[config.mk]
export PLATFORM = sky130hd
export DESIGN_NAME = can_stuff_tx_flat
export DESIGN_NICKNAME = d
export VERILOG_FILES = /design/src/rtl/can_stuff_tx_pkg.sv /design/src/rtl/can_stuff_tx_if.sv /design/src/rtl/can_crc15.sv /design/src/rtl/can_stuff_tx.sv /design/src/flat_wrapper.sv
export SDC_FILE = /design/constraint.sdc
export NUM_CORES = 1
export LEC_CHECK = 0
export BUFFER_PORTS_ARGS = -buffer_cell sky130_fd_sc_hd__buf_2
export CAP_MARGIN = 20
export CELL_PAD_IN_SITES_DETAIL_PLACEMENT = 1
export CELL_PAD_IN_SITES_GLOBAL_PLACEMENT = 1
export CORE_MARGIN = 5
export CORE_UTILIZATION = 35
export CTS_CLUSTER_DIAMETER = 200
export DETAILED_ROUTE_END_ITERATION = 8
export GPL_TIMING_DRIVEN = 0
export PLACE_DENSITY_LB_ADDON = 0.1
export RECOVER_POWER = 25
export SLEW_MARGIN = 40
export SYNTH_ARGS = -nofsm -noshare
export SYNTH_HDL_FRONTEND = slang
export SYNTH_SLANG_ARGS = --single-unit
[constraint.sdc]
create_clock -name clk -period 3.6 [get_ports clk]
set_input_delay 0.18 -clock clk [delete_from_list [all_inputs] [get_ports clk]]
set_output_delay 0.18 -clock clk [all_outputs]
set_load 0.05 [all_outputs]
[src/rtl/can_stuff_tx_pkg.sv]
// ---------------------------------------------------------------------------
// can_stuff_tx_pkg
// Shared definitions for the CAN base-frame transmitter with bit stuffing:
//   - txState_t    : transmitter FSM states
//   - CRC15_POLY   : CAN CRC-15 generator polynomial
//   - field lengths: SOF/ID/control/CRC/tail/EOF bit counts
//   - dataBitCount : number of payload bits carried for a given RTR/DLC
// ---------------------------------------------------------------------------
package can_stuff_tx_pkg;

  typedef enum logic [2:0] {
    IDLE    = 3'd0,
    ARMED   = 3'd1,
    STUFFED = 3'd2,
    TAIL    = 3'd3,
    DONE    = 3'd4
  } txState_t;

  localparam logic [14:0] CRC15_POLY = 15'h4599;

  // Field lengths of the stuffed region (SOF .. DLC form the header).
  localparam int SOF_LEN  = 1;
  localparam int ID_LEN   = 11;
  localparam int RTR_LEN  = 1;
  localparam int IDE_LEN  = 1;
  localparam int R0_LEN   = 1;
  localparam int DLC_LEN  = 4;
  localparam int HDR_LEN  = SOF_LEN + ID_LEN + RTR_LEN + IDE_LEN + R0_LEN + DLC_LEN;
  localparam int DATA_MAX_BITS = 64;
  localparam int CRC_LEN  = 15;

  // Unstuffed trailer: CRC delimiter, ACK slot, ACK delimiter, EOF.
  localparam int EOF_LEN  = 7;
  localparam int TAIL_LEN = 10;

  // Header plus the largest payload, held in one shift register.
  localparam int FRAME_SH_LEN = HDR_LEN + DATA_MAX_BITS;

  // Payload bit count: none for remote frames, DLC 9..15 still carry 8 bytes.
  function automatic logic [6:0] dataBitCount(input logic rtr, input logic [3:0] dlc);
    logic [6:0] n;
    if (rtr)
      n = 7'd0;
    else if (dlc >= 4'd8)
      n = 7'd64;
    else
      n = {1'b0, dlc[2:0], 3'b000};
    return n;
  endfunction

endpackage

[src/rtl/can_stuff_tx_if.sv]
// ---------------------------------------------------------------------------
// can_stuff_tx_if
// Request/bus signals of the CAN transmitter.
//   master : frame requester (drives start, bitPulse and the message fields)
//   slave  : transmitter (drives dOut, busy, stuffInserted, txDone)
// Signals:
//   start         one-cycle transmit request
//   bitPulse      one-cycle strobe per CAN bit time
//   msgId[10:0]   standard identifier
//   rtr           remote request (no data field)
//   msgSize[3:0]  DLC
//   msgData[63:0] payload, byte0 in [63:56]
//   dOut          bus bit, 1 = recessive
//   busy          frame in progress
//   stuffInserted the bit currently driven is a stuff bit (one cycle)
//   txDone        frame complete (one cycle)
// ---------------------------------------------------------------------------
interface can_stuff_tx_if;
  logic        start;
  logic        bitPulse;
  logic [10:0] msgId;
  logic        rtr;
  logic [3:0]  msgSize;
  logic [63:0] msgData;
  logic        dOut;
  logic        busy;
  logic        stuffInserted;
  logic        txDone;

  modport master (
    output start, bitPulse, msgId, rtr, msgSize, msgData,
    input  dOut, busy, stuffInserted, txDone
  );

  modport slave (
    input  start, bitPulse, msgId, rtr, msgSize, msgData,
    output dOut, busy, stuffInserted, txDone
  );
endinterface

[src/rtl/can_crc15.sv]
// ---------------------------------------------------------------------------
// can_crc15
// Serial CAN CRC-15 (polynomial 0x4599, initial value 0).
// Ports:
//   clk    rising-edge clock
//   reset  asynchronous active-high reset, clears the register
//   clear  synchronous clear to 0 (start of a new frame)
//   shift  fold dIn into the CRC this cycle
//   dIn    serial data bit
//   crc    current CRC register
// ---------------------------------------------------------------------------
module can_crc15
  import can_stuff_tx_pkg::*;
(
  input  logic        clk,
  input  logic        reset,
  input  logic        clear,
  input  logic        shift,
  input  logic        dIn,
  output logic [14:0] crc
);

  logic [14:0] crcNext;
  logic        feedback;

  always_comb begin
    crcNext  = crc;
    feedback = dIn ^ crc[14];
    if (clear) begin
      crcNext = '0;
    end else if (shift) begin
      crcNext = {crc[13:0], 1'b0};
      if (feedback)
        crcNext = crcNext ^ CRC15_POLY;
    end
  end

  always_ff @(posedge clk or posedge reset) begin
    if (reset)
      crc <= '0;
    else
      crc <= crcNext;
  end

endmodule

[src/rtl/can_stuff_tx.sv]
// ---------------------------------------------------------------------------
// can_stuff_tx
// CAN 2.0A base-frame transmitter with bit stuffing. One bit goes out per
// bitPulse; dOut is registered and holds between pulses.
// Ports:
//   clk    rising-edge clock
//   reset  asynchronous active-high reset (any time, including mid-frame)
//   bus    can_stuff_tx_if.slave: start/bitPulse/message fields in,
//          dOut/busy/stuffInserted/txDone out
// Parameter:
//   STUFF_LIMIT  run length of identical bits that forces a stuff bit
// Frame order: SOF, ID, RTR, IDE, r0, DLC, data, CRC (stuffed), then ten
// recessive unstuffed tail bits (CRC delim, ACK, ACK delim, EOF).
// ---------------------------------------------------------------------------
module can_stuff_tx
  import can_stuff_tx_pkg::*;
#(
  parameter int STUFF_LIMIT = 5
) (
  input  logic           clk,
  input  logic           reset,
  can_stuff_tx_if.slave  bus
);

  localparam int RUN_W = $clog2(STUFF_LIMIT + 1);
  localparam logic [RUN_W-1:0] RUN_LIMIT = RUN_W'(STUFF_LIMIT);
  localparam logic [RUN_W-1:0] RUN_ONE   = RUN_W'(1);
  localparam logic [3:0]       TAIL_LAST = 4'(TAIL_LEN);
  localparam logic [4:0]       CRC_COUNT = 5'(CRC_LEN);

  txState_t                  state, stateNext;
  logic [FRAME_SH_LEN-1:0]   frameSh, frameShNext;       // header + payload, MSB goes next
  logic [6:0]                hdrDataLen, hdrDataLenNext; // header + payload bits to send
  logic [6:0]                ptr, ptrNext;               // header/payload bits already sent
  logic [4:0]                crcCnt, crcCntNext;         // CRC bits already sent
  logic [RUN_W-1:0]          runCnt, runCntNext;         // identical driven bits in a row
  logic                      lastBit, lastBitNext;       // last bit driven in the stuffed region
  logic [3:0]                tailCnt, tailCntNext;       // tail bits driven
  logic                      dOutReg, dOutNext;
  logic                      stuffReg, stuffNext;

  logic        crcClear;
  logic        crcShift;
  logic [14:0] crcValue;
  logic        hdrDataLeft;
  logic        crcLeft;
  logic [3:0]  crcIdx;
  logic        fieldBit;
  logic        stuffDue;

  can_crc15 uCrc (
    .clk   (clk),
    .reset (reset),
    .clear (crcClear),
    .shift (crcShift),
    .dIn   (fieldBit),
    .crc   (crcValue)
  );

  // Next unstuffed bit: header/payload first, then the CRC MSB first.
  // The CRC register is frozen once the last payload bit has been folded in.
  always_comb begin
    hdrDataLeft = (ptr < hdrDataLen);
    crcLeft     = (crcCnt < CRC_COUNT);
    crcIdx      = crcLeft ? (4'd14 - crcCnt[3:0]) : 4'd0;
    fieldBit    = hdrDataLeft ? frameSh[FRAME_SH_LEN-1] : crcValue[crcIdx];
    stuffDue    = (runCnt == RUN_LIMIT);
  end

  always_comb begin
    stateNext      = state;
    frameShNext    = frameSh;
    hdrDataLenNext = hdrDataLen;
    ptrNext        = ptr;
    crcCntNext     = crcCnt;
    runCntNext     = runCnt;
    lastBitNext    = lastBit;
    tailCntNext    = tailCnt;
    dOutNext       = dOutReg;
    stuffNext      = 1'b0;
    crcClear       = 1'b0;
    crcShift       = 1'b0;

    case (state)
      IDLE: begin
        if (bus.start) begin
          stateNext      = ARMED;
          frameShNext    = {1'b0, bus.msgId, bus.rtr, 1'b0, 1'b0, bus.msgSize, bus.msgData};
          hdrDataLenNext = 7'(HDR_LEN) + dataBitCount(bus.rtr, bus.msgSize);
          ptrNext        = '0;
          crcCntNext     = '0;
          runCntNext     = '0;
          lastBitNext    = 1'b1;
          tailCntNext    = '0;
          dOutNext       = 1'b1;
          crcClear       = 1'b1;
        end
      end

      // SOF opens the stuffed region and the first run.
      ARMED: begin
        if (bus.bitPulse) begin
          stateNext   = STUFFED;
          dOutNext    = fieldBit;
          frameShNext = {frameSh[FRAME_SH_LEN-2:0], 1'b0};
          ptrNext     = ptr + 7'd1;
          crcShift    = 1'b1;
          runCntNext  = RUN_ONE;
          lastBitNext = fieldBit;
        end
      end

      STUFFED: begin
        if (bus.bitPulse) begin
          if (stuffDue) begin
            // Stuff bit: complement, starts the next run, no field/CRC advance.
            // Checked before the end test so a stuff bit owed after CRC[0]
            // still goes out before the tail.
            dOutNext    = ~lastBit;
            lastBitNext = ~lastBit;
            runCntNext  = RUN_ONE;
            stuffNext   = 1'b1;
          end else if (hdrDataLeft || crcLeft) begin
            dOutNext = fieldBit;
            if (hdrDataLeft) begin
              frameShNext = {frameSh[FRAME_SH_LEN-2:0], 1'b0};
              ptrNext     = ptr + 7'd1;
              crcShift    = 1'b1;
            end else begin
              crcCntNext  = crcCnt + 5'd1;
            end
            if (fieldBit == lastBit)
              runCntNext = runCnt + RUN_ONE;
            else
              runCntNext = RUN_ONE;
            lastBitNext = fieldBit;
          end else begin
            // First tail bit (CRC delimiter).
            stateNext   = TAIL;
            dOutNext    = 1'b1;
            tailCntNext = 4'd1;
          end
        end
      end

      TAIL: begin
        if (bus.bitPulse) begin
          if (tailCnt == TAIL_LAST) begin
            stateNext = DONE;
          end else begin
            tailCntNext = tailCnt + 4'd1;
            dOutNext    = 1'b1;
          end
        end
      end

      DONE: begin
        stateNext = IDLE;
      end

      default: begin
        stateNext = IDLE;
      end
    endcase
  end

  always_ff @(posedge clk or posedge reset) begin
    if (reset) begin
      state      <= IDLE;
      frameSh    <= '0;
      hdrDataLen <= '0;
      ptr        <= '0;
      crcCnt     <= '0;
      runCnt     <= '0;
      lastBit    <= 1'b1;
      tailCnt    <= '0;
      dOutReg    <= 1'b1;
      stuffReg   <= 1'b0;
    end else begin
      state      <= stateNext;
      frameSh    <= frameShNext;
      hdrDataLen <= hdrDataLenNext;
      ptr        <= ptrNext;
      crcCnt     <= crcCntNext;
      runCnt     <= runCntNext;
      lastBit    <= lastBitNext;
      tailCnt    <= tailCntNext;
      dOutReg    <= dOutNext;
      stuffReg   <= stuffNext;
    end
  end

  // busy/txDone decode the state register, so reset clears them at once.
  assign bus.dOut          = dOutReg;
  assign bus.stuffInserted = stuffReg;
  assign bus.busy          = (state != IDLE);
  assign bus.txDone        = (state == DONE);

endmodule

[src/flat_wrapper.sv]
// flat-port wrapper written by rule: the top's interface ports become plain ports
module can_stuff_tx_flat import can_stuff_tx_pkg::*;
#(
  parameter int STUFF_LIMIT = 5
)
  (clk, reset, bus_start, bus_bitPulse, bus_msgId, bus_rtr, bus_msgSize, bus_msgData, bus_dOut, bus_busy, bus_stuffInserted, bus_txDone);
  can_stuff_tx_if bus_i ();
  input  logic clk;
  input  logic reset;
  input wire logic [$bits(bus_i.start)-1:0] bus_start;
  input wire logic [$bits(bus_i.bitPulse)-1:0] bus_bitPulse;
  input wire logic [$bits(bus_i.msgId)-1:0] bus_msgId;
  input wire logic [$bits(bus_i.rtr)-1:0] bus_rtr;
  input wire logic [$bits(bus_i.msgSize)-1:0] bus_msgSize;
  input wire logic [$bits(bus_i.msgData)-1:0] bus_msgData;
  output wire logic [$bits(bus_i.dOut)-1:0] bus_dOut;
  output wire logic [$bits(bus_i.busy)-1:0] bus_busy;
  output wire logic [$bits(bus_i.stuffInserted)-1:0] bus_stuffInserted;
  output wire logic [$bits(bus_i.txDone)-1:0] bus_txDone;
  assign bus_i.start = bus_start;
  assign bus_i.bitPulse = bus_bitPulse;
  assign bus_i.msgId = bus_msgId;
  assign bus_i.rtr = bus_rtr;
  assign bus_i.msgSize = bus_msgSize;
  assign bus_i.msgData = bus_msgData;
  assign bus_dOut = bus_i.dOut;
  assign bus_busy = bus_i.busy;
  assign bus_stuffInserted = bus_i.stuffInserted;
  assign bus_txDone = bus_i.txDone;
  can_stuff_tx #(.STUFF_LIMIT(STUFF_LIMIT)) u_core (.clk(clk), .reset(reset), .bus(bus_i));
endmodule
==> impl_metrics.ini, run 1 <==
[cells_and_area]
final_net_count = 876
fill_cells = 2116
layout-drive-gt1-share_pct = 18.41
instances_no_fill = 1028
layout.area.seq_mm2 = 0.003206
syn2layout_area_growth_pct = 20.67
multi_input_area_mm2 = 0.003199

[sta]
achievable-frequency_mhz = 325.1
rsz0062_at_grt = false
tightest_slew_ns = 2.121
report.final.slew_viol_count = 53
report.final.hold_viol_count = 0
timing.setup.tns_ns = 0
timing.final.crit_share_pct = 85.45
report.final.setup_viol = 0
fin_skew_ns = 0.008023
max_slew_margin_pct = -41.56
period_minus_slack_ns = 3.076

[yosys]
netlist.area_leader.share_pct = 47.35
netlist_area_mm2 = 0.006659
mapped_nets = 767
top_reg_cell_synth = dfrtp_1
post-synth-top-area-cell = dfrtp_1
synth.ff_latch_count = 128
seq_area_frac_synth_pct = 48.14
synth.distinct_cells = 63
syn_area_per_cell_um2 = 9.924
post_synth_edffs = 0
ys_async_sr_fraction_pct = 100.0
synth.top_cells.by_count = dfrtp_1, o21ai_0, nand2_1
synth_most_common_cell = dfrtp_1
synth.yosys.warnings = 0
synth_top_area_cells = dfrtp_1, mux2i_1, o21ai_0
synthCells = 671

[drt]
detail_route.wirelength.met1_um = 7937
route.antenna.remaining_nets = 0
wl_um = 17950
wire_length_on_met3_um = 888
routed-via-count = 5389
avgRoutedWirePerCell_um = 17.46
initialDrtViolationCount = 214
detailedRoute.firstPassIterationCount = 4
detail_route.vias_per_cell = 5.242
drc_errors = 0
met2WireLength_um = 8831
highest_layer = met5

[setup_path]
crit_path_start = u_core.crcCnt[0]
cp_data_arrival_time_ns = 3.38
worst_ep_required_time_ns = 3.90
worst-path-max-fanout = 10
crit_path_start_kind = flip-flop
worstSetupPathType = reg -> reg
reg2reg_from = u_core.crcCnt[0]
setup.worst_path.end_class = flip-flop

[die]
dieArea_mm2 = 0.02188
pin_count = 88
die_w_um = 147.9
initial_standard_cell_utilization_of_the_core_pct = 35.60
placementRows = 50
coreArea_mm2 = 0.01871
fp.dieH_um = 147.9

[run_status]
violations_in_the_final_reports = capacitance limit, slew limit
outcome = finished with violations

[clock_network]
cts_root_buffer = clkbuf_16
cts.sinks = 128
clock_tree.buffer_depth = 2
cts_htree_levels = 4
cts_repair_resize_count = 0
number_of_buffers_added_to_fix_hold_violations_after_cts = 2
post_cts_buffers = 0
clock_latency_ns = 0.42
cts_tree = built
cts_inserted_buffers = 17
clk_transition_reported_paths_ns = 0.06

[placement]
hpwl_um = 12880
place.gp.congestion = 0.8174
dp_cells = 993
buffer_ports.inserted = 87

[power]
leakage_nw = 3.941
post-layout-total-power_w = 0.007140
power_per_cell_area_mw_per_mm2 = 888.6
ir_drop_mv = 0.3943

[global_route]
grt_pass1_wl_um = 30420
grt_overflow_total = 0
number_of_global_route_vias_before_repair = 5978
antenna_violations_before_repair = 7
grt_max_degree = 77
grtUsageTotal_pct = 17.22

[min_path]
holdCritStartpoint = bus_msgSize[0]
classification_of_the_worst_slack_hold_path = in -> reg

[job]
cap_violations = 1
-- worst paths after layout --
kind,depth (start not counted),slack [ns],endpoint
setup / recovery,9,0.52,u_core.runCnt[2]
setup reg to reg,9,0.52,u_core.runCnt[2]
min in group asynchronous,3,1.02,u_core.frameSh[42]
hold / removal,3,0.03,u_core.hdrDataLen[3]
max in group asynchronous,4,1.35,u_core.lastBit
hold reg to reg,2,0.48,u_core.frameSh[77]
-- where the power goes --
part / internal (W) / switching, W / total [W]
clock: 0.00103 / 0.000707 / 0.00174
sequential: 0.00206 / 0.000404 / 0.00246
combinational: 0.00125 / 0.00169 / 0.00294
-- layer usage --
metal  track usage (%)  vias up
li1                  -     2609
met4             5.081       12
met5                 0        -
met1             21.62     2659
met2             28.68       80
met3             5.365       29
-- cells in the final DEF, fill, tap and decap left out, types with 3 or more instances in the layout --
| master | n |
|---|---|
| ha_1 | 12 |
| nand4_1 | 8 |
| dfrtp_1 | 126 |
| and3_1 | 4 |
| a41oi_1 | 3 |
| o211ai_1 | 6 |
| xnor2_1 | 3 |
| and2_1 | 10 |
| inv_1 | 18 |
| clkbuf_1 | 34 |
| nor2b_1 | 5 |
| inv_6 | 4 |
| nand2b_1 | 7 |
| clkbuf_16 | 17 |
| clkinvlp_4 | 5 |
| nand2_1 | 105 |
| buf_2 | 92 |
| buf_6 | 3 |
| nand3_1 | 13 |
| or3_1 | 6 |
| xnor3_1 | 5 |
| a21oi_1 | 16 |
| nor2_1 | 17 |
| o21ai_1 | 6 |
| mux2i_1 | 81 |
| o21ai_0 | 107 |
| nor3_1 | 8 |
| nor3b_1 | 3 |
| a22o_1 | 11 |
| a21o_1 | 3 |
-- through the flow --
step,instance area [um2],util [%],setup WS [ns],hold WS (ns)
4_1_cts,8040,42.98,0.5075,0.02755
2_1_floorplan,6659,-,0.01067,0.3127
3_5_place_dp,7433,39.74,0.5472,0.2288
6_report,8035,42.96,0.5239,0.03278
5_1_grt,8035,42.96,0.2852,0.04285
3_3_place_gp,7387,39.49,-1.642,0.4094
-- state kept, by name, indices dropped and copies added (netlist names) --
register and flops:
u_core.ptr 7, u_core.crcCnt 5, u_core.lastBit 1, u_core.runCnt 3
u_core.bus.stuffInserted 1, u_core.state 3, u_core.frameSh 83, u_core.bus.dOut 1
u_core.tailCnt 4, u_core.hdrDataLen 5, u_core.uCrc.crc 15
-- critical path: stages (launching register included) --
cell and delay (ns):
dfrtp_1 0.44, ha_1 0.31, clkbuf_1 0.23, nor3b_1 0.22, a41oi_1 0.21, nor4b_1 0.50, o21ai_1 0.17, a311oi_1 0.37
and4bb_1 0.26, a211o_1 0.27
-- logic make-up (layout without fill, tap and decap cells) --
kind of cell | Yosys count | count (layout) | synth area share (%)
simple gates | 197 | 197 | 14.39
xor+xnor | 10 | 10 | 2.349
compound gates | 180 | 180 | 16.54
flops | 128 | 128 | 48.14
buf+inv | 62 | 184 | 3.983
mux | 82 | 82 | 12.35
fa+ha+maj | 12 | 12 | 2.255
other cells | 0 | 1 | 0
-- area by class of cell --
class | count | share of cell area, %
sequential | 128 | 39.89
multi-input combinational | 481 | 39.82
timing repair buffer | 90 | 6.011
clock buffer | 18 | 5.341
tap | 234 | 3.644
buffer | 44 | 2.460
clock inverter | 14 | 1.962
inverter | 18 | 0.8409
antenna | 1 | 0.03114
(Power assumes the default switching activity.)
==> run 2: changes to the inputs <==
==> constraint.sdc (replaced) <==
create_clock -name clk -period 3.6 [get_ports clk]
set_input_delay 0.72 -clock clk [delete_from_list [all_inputs] [get_ports clk]]
set_output_delay 0.72 -clock clk [all_outputs]
set_load 0.05 [all_outputs]
==> run 2 against run 1 <==
Net effect: the flow now finishes without violations; flip-flop and latch count is the same; final cell count grew 0.49%; wire length grew 0.10%; utilization grew 0.49 points; sequential power is essentially flat; non-clock buffer count grew 3; critical path depth shrank 1; worst setup slack gained 0.093 ns; clock skew grew 0.0031 ns.
==> impl_metrics.ini, run 2 (synthesis gave the netlist of run 1 again) <==
[run_status]
outcome = completed

[cells_and_area]
most_common_cell_after_layout_fill_and_taps_aside = dfrtp_1
most_frequent_cells_in_the_layout = dfrtp_1, o21ai_0, nand2_1, buf_2, mux2i_1
syn2layout_area_growth_pct = 22.04
largest_register_ffs = 83
max_flop_register = u_core.frameSh
largestRegisters = u_core.frameSh x83, u_core.uCrc.crc x15, u_core.ptr x7
fill_cells = 2128
layout-drive-gt1-share_pct = 18.72
final_net_count = 879

[clock_network]
cts_repair_resize_count = 0
number_of_buffers_added_to_fix_hold_violations_after_cts = 0
cts.sinks = 128
clock_latency_ns = 0.42
clock_tree.buffer_depth = 2
clk_transition_reported_paths_ns = 0.06
cts_inserted_buffers = 17
post_cts_buffers = 0
cts_tree = built
cts_htree_levels = 4
cts_root_buffer = clkbuf_16

[global_route]
grt_max_degree = 26
antenna_violations_before_repair = 5
grt_overflow_total = 0
number_of_global_route_vias_before_repair = 5929
grt_pass1_wl_um = 30170
grtUsageTotal_pct = 17.07

[setup_path]
worstSetupPathType = reg -> reg
worst-path-max-fanout = 10
worst_ep_required_time_ns = 3.88
setup.worst_path.end_class = flip-flop
cp_data_arrival_time_ns = 3.26
crit_path_start_kind = flip-flop

[power]
power_per_cell_area_mw_per_mm2 = 896.0
power.clock.fraction_pct = 25.8
leakage_nw = 3.985
power.net_switching_w = 0.002793
power_switching_share_pct = 38.35
seq_power_share_pct = 34.0
ir_drop_mv = 0.3943
pwr-share-comb_pct = 40.3
cellInternalPower_w = 0.004489

[drt]
detailedRoute.firstPassIterationCount = 4
wl_um = 17970
route.antenna.remaining_nets = 0
routed-via-count = 5428
avgRoutedWirePerCell_um = 17.39
initialDrtViolationCount = 193
drc_errors = 0
detail_route.vias_per_cell = 5.255

[sta]
report.final.slew_viol_count = 0
timing.final.crit_share_pct = 82.85
achievable-frequency_mhz = 335.3
rsz0062_at_grt = false
max_slew_margin_pct = 1.692
report.final.setup_viol = 0
tightest_slew_ns = 1.475
worst_hold_margin_ns = 0.2270
report.final.hold_viol_count = 0
fin_skew_ns = 0.01113
period_minus_slack_ns = 2.983
timing.setup.tns_ns = 0

[placement]
buffer_ports.inserted = 87
place.gp.congestion = 0.7920
hpwl_um = 13220

[die]
die_w_um = 147.9
dieArea_mm2 = 0.02188
fp.dieH_um = 147.9
coreArea_mm2 = 0.01871
pin_count = 88
placementRows = 50
initial_standard_cell_utilization_of_the_core_pct = 35.60

[min_path]
classification_of_the_worst_slack_hold_path = in -> async

[job]
cap_violations = 0
run 2: cell types whose count changed in the layout (fill, tap and decap cells not counted), sizes merged:
cell	delta
bufinv	+2
clkbuf	+3
buf	+2
inv	-1
dlygate4sd3	-2
clkinv	+1
diode	+2
clkinvlp	-2
run 2: critical path, stage by stage (launching register included):
cell and delay, ns:
dfrtp_1 0.40, ha_1 0.29, nor3_1 0.05, nor2_1 0.47
a21oi_2 0.20, o21ai_2 0.46, buf_2 0.34, clkbuf_1 0.46
o21ai_0 0.17
run 2: worst paths after layout:
check | startpoint | slack [ns] | endpoint | depth (start not counted)
min reg2reg | u_core.frameSh[20] | 0.48 | u_core.frameSh[20] | 2
max in group asynchronous | reset | 1.72 | u_core.lastBit | 4
min | reset | 0.23 | u_core.frameSh[34] | 2
max | u_core.ptr[5] | 0.62 | u_core.frameSh[1] | 8
max reg2reg | u_core.ptr[5] | 0.62 | u_core.frameSh[1] | 8
min in group clk | u_core.frameSh[20] | 0.48 | u_core.frameSh[20] | 2
run 2: through the flow:
step | util (%) | std cells | instance area (um2) | setup slack [ns] | power, W
after floorplan | - | 671 | 6663 | 1.103 | 0.004638
after global routing | 43.42 | 1031 | 8122 | 0.3164 | 0.007865
after CTS | 43.72 | 1030 | 8178 | 0.5376 | 0.007396
after detailed placement | 40.33 | 998 | 7545 | 0.5826 | 0.005466
final | 43.44 | 1033 | 8127 | 0.6173 | 0.007282
after global placement | 39.51 | 992 | 7391 | 0.2792 | 0.005278
run 2: per-layer routing:
layer / vias up / wire length (um) / GRT usage (%)
met2: 94 / 8812 / 28.38
li1: 2619 / - / -
met1: 2684 / 8099 / 21.71
met4: 8 / 191 / 4.388
met5: - / 48 / 0
met3: 23 / 813 / 5.395
run 2: power groups by stage:
stage / Combinational, W / Clock [W] / Sequential (W)
2_1_floorplan: 0.00227 / 0 / 0.00236
3_3_place_gp: 0.00282 / 0 / 0.00246
3_5_place_dp: 0.00297 / 0 / 0.00249
4_1_cts: 0.00300 / 0.00192 / 0.00247
5_1_grt: 0.00332 / 0.00199 / 0.00255
6_report: 0.00293 / 0.00188 / 0.00247
run 2: final cells by class:
type                    count  area (um2)  area share, %
plain buffers              44       197.7          2.433
multi-input cells         481        3199          39.37
diodes                      3       7.507        0.09238
repair buffers             93       521.8          6.420
well taps                 234       292.8          3.603
clock buffers              18       429.2          5.281
flip-flops and latches    128        3206          39.45
inverters                  18       68.82         0.8468
clock inverters            14       203.9          2.510
==> run 3: changes to the inputs <==
==> constraint.sdc (replaced) <==
create_clock -name clk -period 2.6 [get_ports clk]
set_input_delay 0.52 -clock clk [delete_from_list [all_inputs] [get_ports clk]]
set_output_delay 0.52 -clock clk [all_outputs]
set_load 0.05 [all_outputs]
==> run 3 against run 2 <==
Net effect: utilization increased by 1.7 points; sequential power up 39%; worst hold slack worse by 0.20 ns; clock skew up 0.00059 ns; via count up 0.81%; fmax rose by 19%; first-iteration DRC count fell by 12%; design area up 3.9%; register-to-register slack worse by 0.52 ns; worst setup slack got worse by 0.52 ns; largest power group unchanged.
==> impl_metrics.ini, run 3 (synthesis gave the netlist of run 1 again) <==
[global_route]
grt_pass1_wl_um = 30700
number_of_global_route_vias_before_repair = 5993
grtUsageTotal_pct = 17.43
antenna_violations_before_repair = 5
grt_max_degree = 26
grt_overflow_total = 0

[setup_path]
slowest_stage = or4b_4
worstPathBufferInverterCount = 1
worst_ep_required_time_ns = 2.90
worstSetupPathType = reg -> reg
timing.critical_path.depth = 8
reg2reg_setup_slack_ns = 0.1
crit_path_start_kind = flip-flop
setup.worst_path.end_class = flip-flop
cp_data_arrival_time_ns = 2.80
critPathTopFamily = simple AND/OR/NAND/NOR gates
crit_path_cell_trace = buf_6, and4_4, or4b_4, o2111ai_4, nand4b_4, a311oi_2, and4bb_1, a211o_1
critPathMaxStageDelay_ns = 0.52
rr_worst_depth = 8
worst-path-max-fanout = 5

[cells_and_area]
largestRegisters = u_core.frameSh x83, u_core.uCrc.crc x15, u_core.ptr x7
most_frequent_cells_in_the_layout = dfrtp_1, o21ai_0, nand2_1, buf_2, mux2i_1
final_net_count = 890
largest_register_ffs = 83
max_flop_register = u_core.frameSh
most_common_cell_after_layout_fill_and_taps_aside = dfrtp_1
syn2layout_area_growth_pct = 26.78
layout-drive-gt1-share_pct = 23.54
instances_no_fill = 1044

[drt]
avgRoutedWirePerCell_um = 17.80
drc_errors = 0
route.antenna.remaining_nets = 0
initialDrtViolationCount = 170
routed-via-count = 5472
detailedRoute.firstPassIterationCount = 4
detail_route.vias_per_cell = 5.241
wl_um = 18580

[placement]
place.gp.congestion = 0.7920
hpwl_um = 13220
dp_cells = 998
buffer_ports.inserted = 87

[clock_network]
number_of_buffers_added_to_fix_hold_violations_after_cts = 0
clk_transition_reported_paths_ns = 0.06
cts.sinks = 128
cts_inserted_buffers = 17
clock_tree.buffer_depth = 2
cts_root_buffer = clkbuf_16
cts_htree_levels = 4
clock_latency_ns = 0.43
cts_tree = built

[sta]
achievable-frequency_mhz = 399.9
timing.final.crit_share_pct = 96.17
timing.setup.tns_ns = 0
worst_hold_margin_ns = 0.02249
period_minus_slack_ns = 2.500
tightest_slew_ns = 1.472
fin_skew_ns = 0.01171
report.final.hold_viol_count = 0
report.final.setup_viol = 0
report.final.slew_viol_count = 0
max_slew_margin_pct = 1.896

[die]
die_w_um = 147.9
placementRows = 50
dieArea_mm2 = 0.02188
initial_standard_cell_utilization_of_the_core_pct = 35.60
pin_count = 88
coreArea_mm2 = 0.01871
fp.dieH_um = 147.9

[power]
ir_drop_mv = 0.5581
leakage_nw = 4.100
power_per_cell_area_mw_per_mm2 = 1239

[min_path]
classification_of_the_worst_slack_hold_path = in -> async

[run_status]
outcome = completed

[job]
cap_violations = 0
## run 3: worst paths after layout
kind,startpoint,endpoint
worst max-delay path,u_core.crcCnt[0],u_core.runCnt[2]
worst min-delay path,reset,u_core.frameSh[34]
worst max register to register,u_core.crcCnt[0],u_core.runCnt[2]
worst min register to register,u_core.frameSh[20],u_core.frameSh[20]
max in group asynchronous,reset,u_core.lastBit
min in group clk,bus_msgData[0],u_core.frameSh[0]
## run 3: what timing repair did
| action | in CTS | in global routing |
|---|---|---|
| setup buffers | 6 | 7 |
| pin swaps | 6 | 12 |
| endpoints found under the setup margin | 105 | 97 |
| cloned | 0 | 0 |
| resized for setup | 26 | 27 |
## run 3: per-stage QoR
stage          setup WS (ns)  power (W)  util, %  instance area (um2)
6_report             0.09960    0.01046    45.13                 8442
3_3_place_gp         -0.7208   0.007308    39.51                 7391
5_1_grt            -0.005078    0.01127    45.10                 8437
2_1_floorplan         0.1029   0.006422        -                 6663
3_5_place_dp         -0.4174   0.007568    40.33                 7545
4_1_cts              0.02555    0.01039    44.45                 8315
## run 3: area by class of cell
class | count | area [um2]
antenna | 3 | 7.507
buffer | 42 | 214.0
clock inverter | 14 | 203.9
fill | 2113 | 10260
sequential | 128 | 3208
timing repair buffer | 106 | 623.1
multi-input combinational | 481 | 3395
clock buffer | 18 | 429.2
inverter | 18 | 68.82
tap | 234 | 292.8
## run 3: layer usage
layer | vias up | part of all wire [%] | global-route usage [%]
met2 | 73 | 49 | 29.09
met4 | 8 | 1.4 | 4.804
met1 | 2725 | 45 | 21.97
met5 | - | 0.26 | 0
met3 | 28 | 4.2 | 5.457
li1 | 2638 | - | -
## run 3: report_power, final
part           internal [W]  switching (W)  leakage [nW]
registers           0.00285       0.000584          1.61
clock network       0.00162       0.000978         0.304
logic               0.00195        0.00247          2.18
